<file path="src/rtl/wave_gen_pkg.sv">
// Shared definitions for the sine generator / PWM output stage pair:
// FSM encoding, PWM period helper and offset-binary sample-to-duty conversion.
package wave_gen_pkg;

  localparam int unsigned N_FRAC_DEF = 7;

  typedef enum logic [1:0] {
    ST_IDLE  = 2'd0,
    ST_PRIME = 2'd1,
    ST_RUN   = 2'd2
  } pwm_state_e;

  // Period length in clock cycles for an N_FRAC+1 bit sample.
  function automatic int unsigned pwm_period(input int unsigned n_frac);
    return 32'd1 << (n_frac + 32'd1);
  endfunction

  // Signed two's-complement sample to unsigned duty: invert the sign bit.
  function automatic logic [15:0] to_duty(input logic [15:0] sample, input int unsigned n_frac);
    logic [15:0] mask;
    mask = 16'((32'd1 << (n_frac + 32'd1)) - 32'd1);
    return (sample ^ (16'd1 << n_frac)) & mask;
  endfunction

endpackage

</file>
<file path="src/rtl/pwm_output_stage_if.sv">
// Sample/request handshake plus PWM status signals between generator side and output stage.
interface pwm_output_stage_if #(
  parameter int unsigned N_FRAC = 7
);

  logic              enable_i;
  logic [N_FRAC:0]   data_i;
  logic              data_valid_strobe_i;
  logic              next_data_strobe_o;
  logic              pwm_o;
  logic              underrun_o;

  modport master (
    output enable_i, data_i, data_valid_strobe_i,
    input  next_data_strobe_o, pwm_o, underrun_o
  );

  modport slave (
    input  enable_i, data_i, data_valid_strobe_i,
    output next_data_strobe_o, pwm_o, underrun_o
  );

endinterface

</file>
<file path="src/rtl/pwm_core.sv">
// PWM period counter, duty comparator with registered pin, and end-of-period flag.
module pwm_core
  import wave_gen_pkg::*;
#(
  parameter int unsigned W = 8
) (
  input  logic         clk_i,
  input  logic         rst_i,
  input  logic         run_i,
  input  logic [W-1:0] duty_i,
  output logic         wrap_c_o,
  output logic         pwm_o
);

  localparam logic [W-1:0] CNT_MAX = W'(pwm_period(W - 1) - 32'd1);

  logic [W-1:0] cnt_q, cnt_d;
  logic         pwm_q, pwm_d;

  // Counter runs free in RUN (natural wrap), parked at zero otherwise.
  always_comb begin
    cnt_d = '0;
    pwm_d = 1'b0;
    if (run_i) begin
      cnt_d = cnt_q + W'(1);
      pwm_d = (cnt_q < duty_i);
    end
  end

  always_ff @(posedge clk_i or posedge rst_i) begin
    if (rst_i) begin
      cnt_q <= '0;
      pwm_q <= 1'b0;
    end else begin
      cnt_q <= cnt_d;
      pwm_q <= pwm_d;
    end
  end

  assign wrap_c_o = run_i && (cnt_q == CNT_MAX);
  assign pwm_o    = pwm_q;

endmodule

</file>
<file path="src/rtl/pwm_output_stage.sv">
// PWM output stage: paces the generator, double-buffers samples to period
// boundaries and flags sticky underrun when a period ends without a fresh sample.
module pwm_output_stage
  import wave_gen_pkg::*;
#(
  parameter int unsigned N_FRAC = 7
) (
  input  logic clk_i,
  input  logic rst_i,
  pwm_output_stage_if.slave bus
);

  localparam int unsigned W = N_FRAC + 1;

  pwm_state_e   state_q, state_d;
  logic [W-1:0] duty_active_q, duty_active_d;
  logic [W-1:0] pending_q, pending_d;
  logic         pending_valid_q, pending_valid_d;
  logic         underrun_q, underrun_d;
  logic         req_q, req_d;
  logic         drain_q, drain_d;

  logic [W-1:0] duty_in_c;
  logic         wrap_c;

  assign duty_in_c = W'(to_duty(16'(bus.data_i), N_FRAC));

  pwm_core #(.W(W)) u_core (
    .clk_i    (clk_i),
    .rst_i    (rst_i),
    .run_i    (state_q == ST_RUN),
    .duty_i   (duty_active_q),
    .wrap_c_o (wrap_c),
    .pwm_o    (bus.pwm_o)
  );

  // Requests are registered: raised on the cycle before cnt returns to zero.
  always_comb begin
    state_d         = state_q;
    duty_active_d   = duty_active_q;
    pending_d       = pending_q;
    pending_valid_d = pending_valid_q;
    underrun_d      = underrun_q;
    req_d           = 1'b0;
    drain_d         = drain_q;

    unique case (state_q)
      ST_IDLE: begin
        drain_d = 1'b0;
        if (bus.enable_i) begin
          state_d         = ST_PRIME;
          underrun_d      = 1'b0;
          pending_valid_d = 1'b0;
          req_d           = 1'b1;
        end
      end

      ST_PRIME: begin
        if (!bus.enable_i) begin
          state_d = ST_IDLE;
        end else if (bus.data_valid_strobe_i) begin
          duty_active_d = duty_in_c;
          state_d       = ST_RUN;
          req_d         = 1'b1;
        end
      end

      ST_RUN: begin
        if (!bus.enable_i) drain_d = 1'b1;
        if (wrap_c) begin
          // Same-cycle strobe bypasses the buffer; otherwise use pending or repeat.
          if (bus.data_valid_strobe_i) begin
            duty_active_d = duty_in_c;
          end else if (pending_valid_q) begin
            duty_active_d = pending_q;
          end else begin
            underrun_d = 1'b1;
          end
          pending_valid_d = 1'b0;
          if (drain_q || !bus.enable_i) begin
            state_d = ST_IDLE;
            drain_d = 1'b0;
          end else begin
            req_d = 1'b1;
          end
        end else if (bus.data_valid_strobe_i) begin
          pending_d       = duty_in_c;
          pending_valid_d = 1'b1;
        end
      end

      default: state_d = ST_IDLE;
    endcase
  end

  always_ff @(posedge clk_i or posedge rst_i) begin
    if (rst_i) begin
      state_q         <= ST_IDLE;
      duty_active_q   <= '0;
      pending_q       <= '0;
      pending_valid_q <= 1'b0;
      underrun_q      <= 1'b0;
      req_q           <= 1'b0;
      drain_q         <= 1'b0;
    end else begin
      state_q         <= state_d;
      duty_active_q   <= duty_active_d;
      pending_q       <= pending_d;
      pending_valid_q <= pending_valid_d;
      underrun_q      <= underrun_d;
      req_q           <= req_d;
      drain_q         <= drain_d;
    end
  end

  assign bus.next_data_strobe_o = req_q;
  assign bus.underrun_o         = underrun_q;

endmodule

</file>
<file path="src/flat_wrapper.sv">
// flat-port wrapper written by rule: the top's interface ports become plain ports
module pwm_output_stage_flat import wave_gen_pkg::*;
#(
  parameter int unsigned N_FRAC = 7
)
  (clk_i, rst_i, bus_enable_i, bus_data_i, bus_data_valid_strobe_i, bus_next_data_strobe_o, bus_pwm_o, bus_underrun_o);
  pwm_output_stage_if #(.N_FRAC(N_FRAC)) bus_i ();
  input  logic clk_i;
  input  logic rst_i;
  input wire logic [$bits(bus_i.enable_i)-1:0] bus_enable_i;
  input wire logic [$bits(bus_i.data_i)-1:0] bus_data_i;
  input wire logic [$bits(bus_i.data_valid_strobe_i)-1:0] bus_data_valid_strobe_i;
  output wire logic [$bits(bus_i.next_data_strobe_o)-1:0] bus_next_data_strobe_o;
  output wire logic [$bits(bus_i.pwm_o)-1:0] bus_pwm_o;
  output wire logic [$bits(bus_i.underrun_o)-1:0] bus_underrun_o;
  assign bus_i.enable_i = bus_enable_i;
  assign bus_i.data_i = bus_data_i;
  assign bus_i.data_valid_strobe_i = bus_data_valid_strobe_i;
  assign bus_next_data_strobe_o = bus_i.next_data_strobe_o;
  assign bus_pwm_o = bus_i.pwm_o;
  assign bus_underrun_o = bus_i.underrun_o;
  pwm_output_stage #(.N_FRAC(N_FRAC)) u_core (.clk_i(clk_i), .rst_i(rst_i), .bus(bus_i));
endmodule
</file>
<file path="config.mk">
export PLATFORM = sky130hd
export DESIGN_NAME = pwm_output_stage_flat
export DESIGN_NICKNAME = d
export VERILOG_FILES = /design/src/rtl/wave_gen_pkg.sv /design/src/rtl/pwm_output_stage_if.sv /design/src/rtl/pwm_core.sv /design/src/rtl/pwm_output_stage.sv /design/src/flat_wrapper.sv
export SDC_FILE = /design/constraint.sdc
export NUM_CORES = 1
export LEC_CHECK = 0
export ABC_AREA = 1
export CAP_MARGIN = 20
export CORE_MARGIN = 8
export CORE_UTILIZATION = 52
export CTS_CLUSTER_DIAMETER = 120
export DETAILED_ROUTE_END_ITERATION = 10
export PLACE_DENSITY = 0.79
export SYNTH_ARGS = -nofsm -noshare
export SYNTH_HDL_FRONTEND = slang
export SYNTH_SLANG_ARGS = --single-unit
</file>
<file path="constraint.sdc">
create_clock -name clk_i -period 2.8 [get_ports clk_i]
set_input_delay 0.42 -clock clk_i [delete_from_list [all_inputs] [get_ports clk_i]]
set_output_delay 0.42 -clock clk_i [all_outputs]
set_load 0.01 [all_outputs]
</file>
---- After elaboration in Yosys (flattened, before gate mapping) ----
Index checks and enable logic that the tools add are counted.
storage, ports and cells
  register bits after elaboration ......... 31
  bits of input ports ..................... 12
  output and inout bits ................... 3
cells by class
  add/subtract/negate cells ............... 1
  order comparisons ....................... 1
  equal/unequal tests ..................... 13
  muxes and demuxes ....................... 32
  bitwise logic cells ..................... 2
  reduce and logical (&&, ||, !) cells .... 11
operators by type and width
  operator                                       number
  two-way mux 8 bit                              6
  one-hot mux 8 bit (2 select lines)             1
  two-way mux 1 bit                              15
  two-way mux 2 bit                              5
  != test 2 bit, second input constant           5
  AND reduction 5 bit                            2
  adder 8 x 1 -> 8 bit, second input constant    1
  == test 8 bit, second input constant           1
  < comparator 8 bit                             1
  != test 3 x 2 -> 1 bit, second input constant  2
  one-hot mux 1 bit (2 select lines)             3
  one-hot mux 2 bit (3 select lines)             1
  AND reduction 3 bit                            2
  != test 2 x 1 -> 1 bit, second input constant  2
  AND reduction 4 bit                            1
  nonzero test 2 bit                             2
  != test 3 bit, second input constant           1
  one-hot mux 1 bit (3 select lines)             1
  == test 2 x 1 -> 1 bit, second input constant  1
  == test 2 bit, second input constant           1
  zero test 2 bit                                1
  NOT 1 bit                                      2
  logical AND 1 bit                              1
  zero test 1 bit                                1
  logical OR 1 bit                               1

---- Depth between registers and ports, before layout ----
Gate-level depths: netlist (run 1).
  word-level depth ........................ 5
  gate-level depth with buffers ........... 9
  mapped depth without buffers ............ 9

---- Modules after synthesis ----
Synthesis (run 1) repeated with hierarchy kept, for this count alone.
unflattened totals
  cells, all modules ...................... 231
  area total of the unflattened synthesis .. 1781.7 sq um
modules (own cells, without submodules)
  module            instances  cells each  area an instance (sq um)
  pwm_output_stage  1          154         1198.6
  pwm_core          1          77          583.1

---- Least setup slack after synthesis (run 1) ----
Ideal clock, no wire load.
  path type ............................... flip-flop to flip-flop
  start ................................... register u_core.u_core.cnt_q[0]
  end ..................................... register u_core.pending_q[7]
  library setup time ...................... 126 ps
  data arrival time ....................... 1192 ps
  data required time ...................... 2674 ps
  setup slack ............................. 1482 ps
  stages on the path, launching flop included .. 9
  path buffers ............................ 1
  period minus slack after synthesis ...... 1318 ps
  path through ............................ dfrtp_1 > ha_1 > nand2_1 > nor2_4 > nand2_2 > nand3_4 > buf_6 > nand2_1 > o21ai_0
between the ends
  cells in the longest elaborated chain, start to end .. 4
ends and longest elaborated chain
  item                           RTL line                 source
  start, declared                pwm_core.sv:17           logic [W-1:0] cnt_q, cnt_d;
  start signal, assigned         pwm_core.sv:35           cnt_q <= cnt_d;
  == test 8 bit                  pwm_core.sv:40           assign wrap_c_o = run_i && (cnt_q == CNT_MAX);
  logical AND 1 bit              pwm_core.sv:40
  NOT 1 bit (no line)            -
  AND reduction 3 bit (no line)  -
  end signal, assigned           pwm_output_stage.sv:108  pending_q <= pending_d;
  end, declared                  pwm_output_stage.sv:17   logic [W-1:0] pending_q, pending_d;
No other way between the ends.
A chain may end at the register's enable or synchronous reset.

---- Worst setup path in the final report (run 1) ----
  start ................................... register u_core.underrun_q (netlist: u_core.bus.underrun_o)
  end ..................................... output bus_underrun_o
RTL lines
  item                    RTL line                 source
  start, declared         pwm_output_stage.sv:19   logic underrun_q, underrun_d;
  start signal, assigned  pwm_output_stage.sv:110  underrun_q <= underrun_d;
  end, declared           flat_wrapper.sv:15       output wire logic [$bits(bus_i.underrun_o)-1:0] bus_underrun_o;
No word-level cell between the ends.

==> results by group, run 1 <==
Floorplanning
  • Starting density of the core: 54.3%
  • Die ar.: 5220 µm²
  • Die Y: 72.3 µm
  • Core Footprint: slightly above 3000 µm²
  • Top Ports: 15
  • Die W: 72.3 µm
  • # rows: 20

Critical path
  • Crit path depth: 1
  • R2r setup slk: ~1400 ps
  • Worst stage delay on the critical path: around 540 ps
  • Crit Path Class: register to output pin
  • WP data required: 2380 ps
  • CP cell instances: clkdlybuf4s50_1
  • CP Max Fanout: 2
  • Buf/Inv on CP: 1
  • CP arrival: 1220 ps
  • CP endpoint kind: output pin
  • Crit path max-delay family: buffers and inverters
  • CP startpoint: u_core.bus.underrun_o
  • Worst Reg2Reg Path Length in Cells: 8
  • FF-to-FF End: u_core.duty_active_q[5]
  • CP max stage cell: clkdlybuf4s50_1
  • Worst R2R Start: u_core.u_core.cnt_q[0]
  • Worst setup SP type: register

CTS
  • CTS tree: built
  • Post-CTS Setup Inserts: 0
  • Worst-skew pair later-pin latency: 330 ps
  • Post-CTS sizing: 0
  • Root Driver: clkbuf_4
  • Sink Count: 31
  • Inserted Clock Buffers: 5
  • H-tree lvl count: 2
  • Clock buffer depth: 2
  • Worst-path clk slew: 90 ps
  • Hold_buf cts: 0

Yosys
  • Synth Area in XOR/XNOR: 0.532%
  • Main combinational cell family by area after synthesis: simple AND/OR/NAND/NOR gates
  • Synth Area in Compound Gates: 10.5%
  • Post-Syn Area per Cell: 8.44 µm²
  • Netlist cell types: 25
  • Net Count, Synth: about 220
  • Sequential fraction of the synthesis area: 47.1%
  • Syn. warnings: 0
  • Proportion of synthesized area in mux cells: 0%
  • Synthesized netlist cell count: 195
  • Synth Register Bits: 31
  • Post-Synth Simple-Gate Area: 27.5%
  • Post-Synth Adder-Cell Area: 6.08%
  • Cell area after synthesis: 1650 µm²

Global route
  • Initial antenna violation count: 0
  • Tot GR Track Use: between 10% and 20%
  • Largest net degree at the start of global routing: 32
  • Vias in the first global route: 1229
  • Grt ovf: 0
  • First-pass GRT wire length: 5190 µm

Route
  • DR iter-0 viols: between 70 and 80
  • Wirelength, routed: 2800 µm
  • # DRC: 0
  • Pre-antenna DRT Iters: 4
  • Total number of vias: 1244
  • Vias per cell: 4.78
  • Wire per inst: 10.8 µm
  • Antenna viol nets, final: 0

Place
  • Worst slack at placement: 1070 ps
  • Post-DP HPWL: 2150 µm
  • I/O Buffers: 14
  • GPL Wtd Cong: 0.864

Final layout
  • Nets: 235
  • Fill cells: 262
  • Antenna diode count: 0
  • P&R area growth vs syn: 14.6%
  • Fraction of layout cells with a size suffix above 1: 10.2%

STA
  • Worst Tran Pin Value: 379 ps
  • Final period util: 58.4%
  • Hold Slack: 458 ps
  • Final setup viols: 0
  • Final Hold Viols: 0
  • RSZ-0062 raised after global routing: false
  • Setup Skew: 6.59 ps
  • Fin. max-slew vios: 0
  • Tmin final: 1640 ps
  • Max frequency: 611 MHz
  • Setup slack after layout: approximately 1200 ps
  • Slew Limit Headroom: 74.7%
  • Setup_tns: 0 ps

Power
  • Pwr/cell area: roughly 780 nW/µm²
  • Total power: between 1 and 1.5 mW
  • VDD IR max: 0.000434 V
  • Leakage power: 0.946 nW

Status
  • Status: finished clean

Flow run
  • Max cap viols: 0

Worst hold path
  • Worst hold-check path type: primary input to asynchronous set/reset pin
[tightest hold or removal path, delay by kind of cell]
family                 cells  cell delay [ps]
buffers and inverters      3              790
[routing by layer]
layer,routed length (µm),vias up,global-route usage (%)
li1,-,663,-
met1,1420,560,15.7
met2,1230,15,18.7
met3,95,6,4.55
met4,54,0,5.90
met5,0,-,0
[placed cells by master (no fill, tap or decap), drive strengths merged]
| cell type | netlist | layout |
|---|---|---|
| xnor2 | 1 | 1 |
| inv | 27 | 27 |
| or2 | 1 | 1 |
| clkdlybuf4s50 | 0 | 14 |
| buf | 2 | 1 |
| o21a | 2 | 2 |
| and3 | 1 | 1 |
| nand3 | 16 | 16 |
| a21oi | 15 | 15 |
| clkbuf | 0 | 8 |
| nor2 | 20 | 20 |
| ha | 8 | 8 |
| nor3 | 1 | 1 |
| nand2 | 54 | 54 |
| dfrtp | 31 | 31 |
| o211ai | 1 | 1 |
| o21ai | 15 | 15 |
[cells in the mapped netlist (all sizes together)]
cell type,n,share of area [%]
a21oi,15,4.6
and3,1,0.38
buf,2,1.9
dfrtp,31,47
ha,8,6.1
inv,27,6.3
nand2,54,14
nand3,16,6.7
nor2,20,5.2
nor3,1,0.61
o211ai,1,0.46
o21a,2,0.91
o21ai,15,4.6
or2,1,0.38
xnor2,1,0.53
[final cells by class]
type / count / area [µm²] / share of cell area [%]
Sequential cell: 31 / 776 / 41.1
Multi-Input combinational cell: 135 / 734 / 39.0
Clock buffer: 8 / 68.8 / 3.65
Inverter: 27 / 104 / 5.51
Tap cell: 44 / 55.1 / 2.92
Timing Repair Buffer: 15 / 148 / 7.83
[metrics by stage]
stage,instance area [µm²],instances,util (%)
2_1_floorplan,1650,195,-
5_1_grt,1890,260,62.3
3_5_place_dp,1820,252,60.0
6_report,1890,260,62.3
4_1_cts,1890,260,62.3
3_3_place_gp,1820,252,60.0
[how the worst max path moves through the flow]
stage,endpoint,slack [ps]
2_1_floorplan,u_core.pending_q[7],1480
3_3_place_gp,u_core.duty_active_q[2],1080
3_5_place_dp,u_core.bus.underrun_o,1070
4_1_cts,bus_underrun_o,1140
5_1_grt,bus_underrun_o,1110
6_report,bus_underrun_o,1160
[logic make-up (layout without fill, tap and decap cells)]
kind of cell	count (synthesis)	after routing
buffers and inverters	29	50
AO/OA/AOI/OAI	33	33
flip-flops	31	31
XOR/XNOR	1	1
adder cells (fa/ha/maj)	8	8
AND/OR/NAND/NOR	93	93
[flip-flops by register name, summed over array words and instances (netlist names)]
name                           count
u_core.bus.next_data_strobe_o      1
u_core.duty_active_q               8
u_core.u_core.cnt_q                8
u_core.drain_q                     1
u_core.u_core.pwm_o                1
u_core.pending_q                   8
u_core.bus.underrun_o              1
u_core.pending_valid_q             1
u_core.state_q                     2
[where the power goes]
group / internal [mW] / total, mW / switching, mW
sequential: 0.598 / 0.676 / 0.0783
clock: 0.148 / 0.292 / 0.144
combinational: 0.197 / 0.505 / 0.308
total: 0.942 / 1.47 / 0.531
Note: power is estimated with default switching activity, not from simulation.
==> run 2: changes to the inputs <==
clock period = 1.55 ns   (was 2.8 ns; I/O delays follow)
==> results by group, run 2 (synthesis results as in run 1) <==
Final layout
  • Nets: 241 (was 235)
  • Fill cells: 270 (was 262)
  • Sequential Area: 776 µm² (unchanged)
  • Commonest cells after routing, fill and taps aside: nand2_1, dfrtp_1, inv_1, nor2_1, a21oi_1 (unchanged)
  • Antenna diode count: 0 (unchanged)
  • P&R area growth vs syn: 18.3% (was 14.6%)
  • Fin util: 64.3% (was 62.3%)
  • Most common cell after layout, fill and taps aside: nand2_1 (unchanged)
  • Area of the multi-input gates: 766 µm² (was 734 µm²)
  • Largest regs: u_core.duty_active_q x8, u_core.pending_q x8, u_core.u_core.cnt_q x8 (unchanged)
  • Fraction of layout cells with a size suffix above 1: 14.0% (was 10.2%)
  • Final cell count without fillers: 266 (was 260)
  • Post-route design area: 1950 µm² (was 1890 µm²)

CTS
  • Sink Count: 31 (unchanged)
  • CTS tree: built (unchanged)
  • Worst-skew pair later-pin latency: 340 ps (was 330 ps)
  • Inserted Clock Buffers: 5 (unchanged)
  • H-tree lvl count: 2 (unchanged)
  • Root Driver: clkbuf_4 (unchanged)
  • Worst-path clk slew: 100 ps (was 90 ps)
  • Clock buffer depth: 2 (unchanged)

STA
  • Setup Skew: 15.9 ps (was 6.59 ps)
  • Final period util: 95.3%
  • Setup_tns: 0 ps (unchanged)
  • Tmin final: 1480 ps
  • Final setup viols: 0 (unchanged)
  • Fin. max-slew vios: 0 (unchanged)
  • Worst Tran Pin Value: 378 ps (was 379 ps)
  • Final Hold Viols: 0 (unchanged)
  • RSZ-0062 raised after global routing: true (was false)
  • Max frequency: 677 MHz
  • Slew Limit Headroom: 74.8% (was 74.7%)

Critical path
  • CP max stage cell: dfrtp_1 (was clkdlybuf4s50_1)
  • CP arrival: 1710 ps (was 1220 ps)
  • CP endpoint kind: register (was output pin)
  • Crit Path Class: register to register (was register to output pin)
  • CP Max Fanout: 8 (was 2)
  • Worst setup SP type: register (unchanged)
  • Worst stage delay on the critical path: 420 ps (was 540 ps)
  • CP cell instances: ha_2, nand2_2, nor2_4, nand3_4, nand2_4, nand2_4, nand2_1, nand2_1 (was clkdlybuf4s50_1)
  • WP data required: 1790 ps (was 2380 ps)

Floorplanning
  • Die Y: 72.3 µm (unchanged)
  • Die ar.: 5220 µm² (unchanged)
  • Starting density of the core: 54.3% (unchanged)
  • # rows: 20 (unchanged)
  • Die W: 72.3 µm (unchanged)
  • Core Footprint: 3030 µm² (unchanged)
  • Top Ports: 15 (unchanged)

Flow run
  • Max cap viols: 0 (unchanged)

Route
  • Antenna viol nets, final: 0 (unchanged)
  • Vias per cell: 4.92 (was 4.78)
  • Wire per inst: 12.2 µm (was 10.8 µm)
  • Pre-antenna DRT Iters: 4 (unchanged)
  • Wirelength, routed: 3240 µm (was 2800 µm)
  • # DRC: 0 (unchanged)
  • Total number of vias: 1309 (was 1244)
  • DR iter-0 viols: 65 (was 72)

Power
  • VDD IR max: 0.000902 V (was 0.000434 V)
  • Pwr/cell area: 1420 nW/µm² (was 781 nW/µm²)
  • Leakage power: 0.973 nW (was 0.946 nW)

Place
  • GPL Wtd Cong: 0.827 (was 0.864)
  • Cell Area, Placed: 1830 µm² (was 1820 µm²)
  • Post-DP HPWL: 2240 µm (was 2150 µm)
  • Cell total after placement: 254 (was 252)
  • I/O Buffers: 14 (unchanged)

Global route
  • First-pass GRT wire length: 5550 µm (was 5190 µm)
  • Largest net degree at the start of global routing: 32 (unchanged)
  • Tot GR Track Use: 13.7% (was 12.5%)
  • Initial antenna violation count: 0 (unchanged)
  • Vias in the first global route: 1283 (was 1229)
  • Grt ovf: 0 (unchanged)

Status
  • Status: finished clean (unchanged)

Worst hold path
  • Worst hold-check path type: primary input to asynchronous set/reset pin (unchanged)
[run 2: worst paths after layout]
path	startpoint	endpoint	slack, ps	depth (start not counted)
max reg2reg	u_core.u_core.cnt_q[0]	u_core.duty_active_q[0]	70	8
min in group clk_i	bus_data_i[1]	u_core.pending_q[1]	460	3
max	u_core.u_core.cnt_q[0]	u_core.duty_active_q[0]	70	8
max in group asynchronous	rst_i	u_core.pending_q[0]	1000	3
min	rst_i	u_core.u_core.cnt_q[7]	260	3
min reg2reg	u_core.duty_active_q[7]	u_core.duty_active_q[7]	490	2
[run 2: layout make-up]
class,instances,share of cell area [%]
Timing Repair Buffer,19,9.13
Inverter,27,5.33
Clock buffer,8,3.53
Sequential cell,31,39.8
Multi-Input combinational cell,137,39.3
Tap cell,44,2.83
[run 2: report_power, final]
part           total (mW)  switching, mW  leakage [nW]  internal [mW]
clock               0.554          0.287        0.0386          0.267
sequential           1.23          0.149         0.392           1.08
combinational       0.978          0.595         0.542          0.383
[run 2: critical path: cells and delay by family (launching register included)]
kind / cells / cell delay (ps)
adder cells (fa/ha/maj): 1 / 230
flip-flops: 1 / 420
AND/OR/NAND/NOR: 7 / 710
[run 2: stage by stage]
step	total power, mW	setup WS (ps)	hold slack (ps)
3_3_place_gp	2.14	96.6	460
5_1_grt	3.00	-25.4	294
2_1_floorplan	1.97	232	336
3_5_place_dp	2.19	57.5	466
4_1_cts	2.73	55.1	271
6_report	2.76	72.3	258
[run 2: repair_timing]
| action | CTS | global route |
|---|---|---|
| buffers inserted | 0 | 2 |
| hold endpoints to repair | 0 | 0 |
| gates resized for setup | 0 | 4 |
| endpoints found under the setup margin | 0 | 11 |
| hold buffers | 0 | 0 |
[run 2: layer usage]
layer / vias up / wire, µm / GRT usage (%)
met5: - / 0 / 0
met1: 596 / 1570 / 16.8
met4: 0 / 117 / 5.90
li1: 680 / - / -
met3: 12 / 96 / 4.96
met2: 21 / 1460 / 21.0
==> run 3: changes to the inputs <==
ABC_CLOCK_PERIOD_IN_PS = 1550   (was unset)
CTS_BUF_LIST = sky130_fd_sc_hd__clkbuf_2   (was unset)
==> results by group, run 3 (synthesis results as in run 1) <==
Global route
  • Largest net degree at the start of global routing: 32 (unchanged)
  • Vias in the first global route: 1296 (was 1283)
  • Tot GR Track Use: 13.9% (was 13.7%)
  • First-pass GRT wire length: 5620 µm (was 5550 µm)
  • Grt ovf: 0 (unchanged)
  • Initial antenna violation count: 0 (unchanged)

Critical path
  • WP data required: 1830 ps (was 1790 ps)
  • Crit Path Class: register to register (unchanged)
  • CP endpoint kind: register (unchanged)
  • Worst setup SP type: register (unchanged)
  • R2r setup slk: 30 ps (was 70 ps)
  • FF-to-FF End: u_core.duty_active_q[0] (unchanged)
  • Worst Reg2Reg Path Length in Cells: 8 (unchanged)
  • CP Max Fanout: 8 (unchanged)
  • Worst R2R Start: u_core.u_core.cnt_q[0] (unchanged)
  • CP arrival: 1790 ps (was 1710 ps)

Place
  • Worst slack at placement: 57.5 ps (unchanged)
  • Cell total after placement: 254 (unchanged)
  • I/O Buffers: 14 (unchanged)
  • GPL Wtd Cong: 0.827 (unchanged)
  • Cell Area, Placed: 1830 µm² (unchanged)
  • Post-DP HPWL: 2240 µm (unchanged)

STA
  • Setup slack after layout: 34.9 ps (was 72.3 ps)
  • Worst Tran Pin Value: 379 ps (was 378 ps)
  • Fin. max-slew vios: 0 (unchanged)
  • Setup_tns: 0 ps (unchanged)
  • Final setup viols: 0 (unchanged)
  • RSZ-0062 raised after global routing: true (unchanged)
  • Tmin final: 1520 ps (was 1480 ps)
  • Max frequency: 660 MHz (was 677 MHz)
  • Setup Skew: 20.5 ps (was 15.9 ps)
  • Final Hold Viols: 0 (unchanged)
  • Slew Limit Headroom: 74.7% (was 74.8%)
  • Hold Slack: 205 ps (was 258 ps)
  • Final period util: 97.8% (was 95.3%)

Route
  • DR iter-0 viols: 67 (was 65)
  • # DRC: 0 (unchanged)
  • Vias per cell: 5.00 (was 4.92)
  • Wirelength, routed: 3240 µm (about the same)
  • Pre-antenna DRT Iters: 4 (unchanged)
  • Wire per inst: 12.2 µm (about the same)
  • Total number of vias: 1330 (was 1309)
  • Antenna viol nets, final: 0 (unchanged)

Floorplanning
  • # rows: 20 (unchanged)
  • Top Ports: 15 (unchanged)
  • Starting density of the core: 54.3% (unchanged)
  • Die Y: 72.3 µm (unchanged)
  • Die ar.: 5220 µm² (unchanged)
  • Core Footprint: 3030 µm² (unchanged)
  • Die W: 72.3 µm (unchanged)

Power
  • Leakage power: 1.03 nW (was 0.973 nW)
  • Pwr/cell area: 1340 nW/µm² (was 1420 nW/µm²)
  • Total power: 2.61 mW (was 2.76 mW)
  • VDD IR max: 0.000804 V (was 0.000902 V)

CTS
  • Worst-path clk slew: 160 ps (was 100 ps)
  • Sink Count: 31 (unchanged)
  • Hold_buf cts: 0 (unchanged)
  • CTS tree: built (unchanged)
  • Clock buffer depth: 2 (unchanged)
  • Inserted Clock Buffers: 5 (unchanged)
  • Root Driver: clkbuf_2 (was clkbuf_4)
  • H-tree lvl count: 2 (unchanged)
  • Worst-skew pair later-pin latency: 380 ps (was 340 ps)

Flow run
  • Max cap viols: 0 (unchanged)

Final layout
  • Most common cell after layout, fill and taps aside: nand2_1 (unchanged)
  • Nets: 241 (unchanged)
  • P&R area growth vs syn: 18.3% (about the same)
  • Fill cells: 275 (was 270)
  • Final cell count without fillers: 266 (unchanged)
  • Largest regs: u_core.duty_active_q x8, u_core.pending_q x8, u_core.u_core.cnt_q x8 (unchanged)
  • Commonest cells after routing, fill and taps aside: nand2_1, dfrtp_1, inv_1, nor2_1, a21oi_1 (unchanged)
  • Antenna diode count: 0 (unchanged)
  • Post-route design area: 1950 µm² (about the same)
  • Sequential Area: 776 µm² (unchanged)
  • Fin util: 64.3% (about the same)
  • Area of the multi-input gates: 788 µm² (was 766 µm²)
  • Fraction of layout cells with a size suffix above 1: 14.9% (was 14.0%)

Worst hold path
  • Worst hold-check path type: primary input to asynchronous set/reset pin (unchanged)

Status
  • Status: finished clean (unchanged)
==> run 3: cell count changes in the layout (fill, tap and decap cells not counted), sizes merged <==
cell / delta
clkbuf: -2
clkdlybuf4s50: -3
clkinv: +2
dlymetal6s2s: +3
==> run 3: layout make-up <==
class                           count  area share, %
Clock buffer                        6           1.54
Clock inverter                      2          0.386
Inverter                           27           5.34
Multi-Input combinational cell    137           40.5
Sequential cell                    31           39.9
Tap cell                           44           2.83
Timing Repair Buffer               19           9.52
==> run 3: worst max path at each step <==
stage                     depth (start not counted)              startpoint                      end
after detailed placement                          8            bus_enable_i  u_core.duty_active_q[0]
after floorplan                                   8  u_core.u_core.cnt_q[0]      u_core.pending_q[7]
after global placement                            8            bus_enable_i  u_core.duty_active_q[7]
final                                             8  u_core.u_core.cnt_q[0]  u_core.duty_active_q[0]
after CTS                                         1   u_core.bus.underrun_o           bus_underrun_o
after global routing                              8  u_core.u_core.cnt_q[0]  u_core.duty_active_q[0]
==> run 3: per-layer routing <==
| layer | routed length (µm) | vias to the layer above | global-route usage [%] | part of all wire [%] |
|---|---|---|---|---|
| li1 | - | 681 | - | - |
| met1 | 1530 | 618 | 16.9 | 47 |
| met2 | 1530 | 23 | 21.5 | 47 |
| met3 | 115 | 8 | 4.96 | 3.5 |
| met4 | 71 | 0 | 5.90 | 2.2 |
| met5 | 0 | - | 0 | 0 |
==> run 3: critical path, cell delays in order (launching register included) <==
cell and delay (ps):
dfrtp_1 440, ha_2 220, nand2_2 70, nor2_4 220, nand3_4 140, nand2_4 120
nand2_4 80, nand2_1 70, nand2_1 50
==> run 3: where the power goes <==
| part | switching, mW | internal (mW) | total (mW) |
|---|---|---|---|
| clock | 0.274 | 0.108 | 0.382 |
| sequential | 0.149 | 1.08 | 1.23 |
| combinational | 0.613 | 0.388 | 1.00 |
==> run 3: timing repair <==
item / CTS / global route
buffers inserted: 0 / 2
setup endpoints to repair: 0 / 19
gates resized for setup: 0 / 13
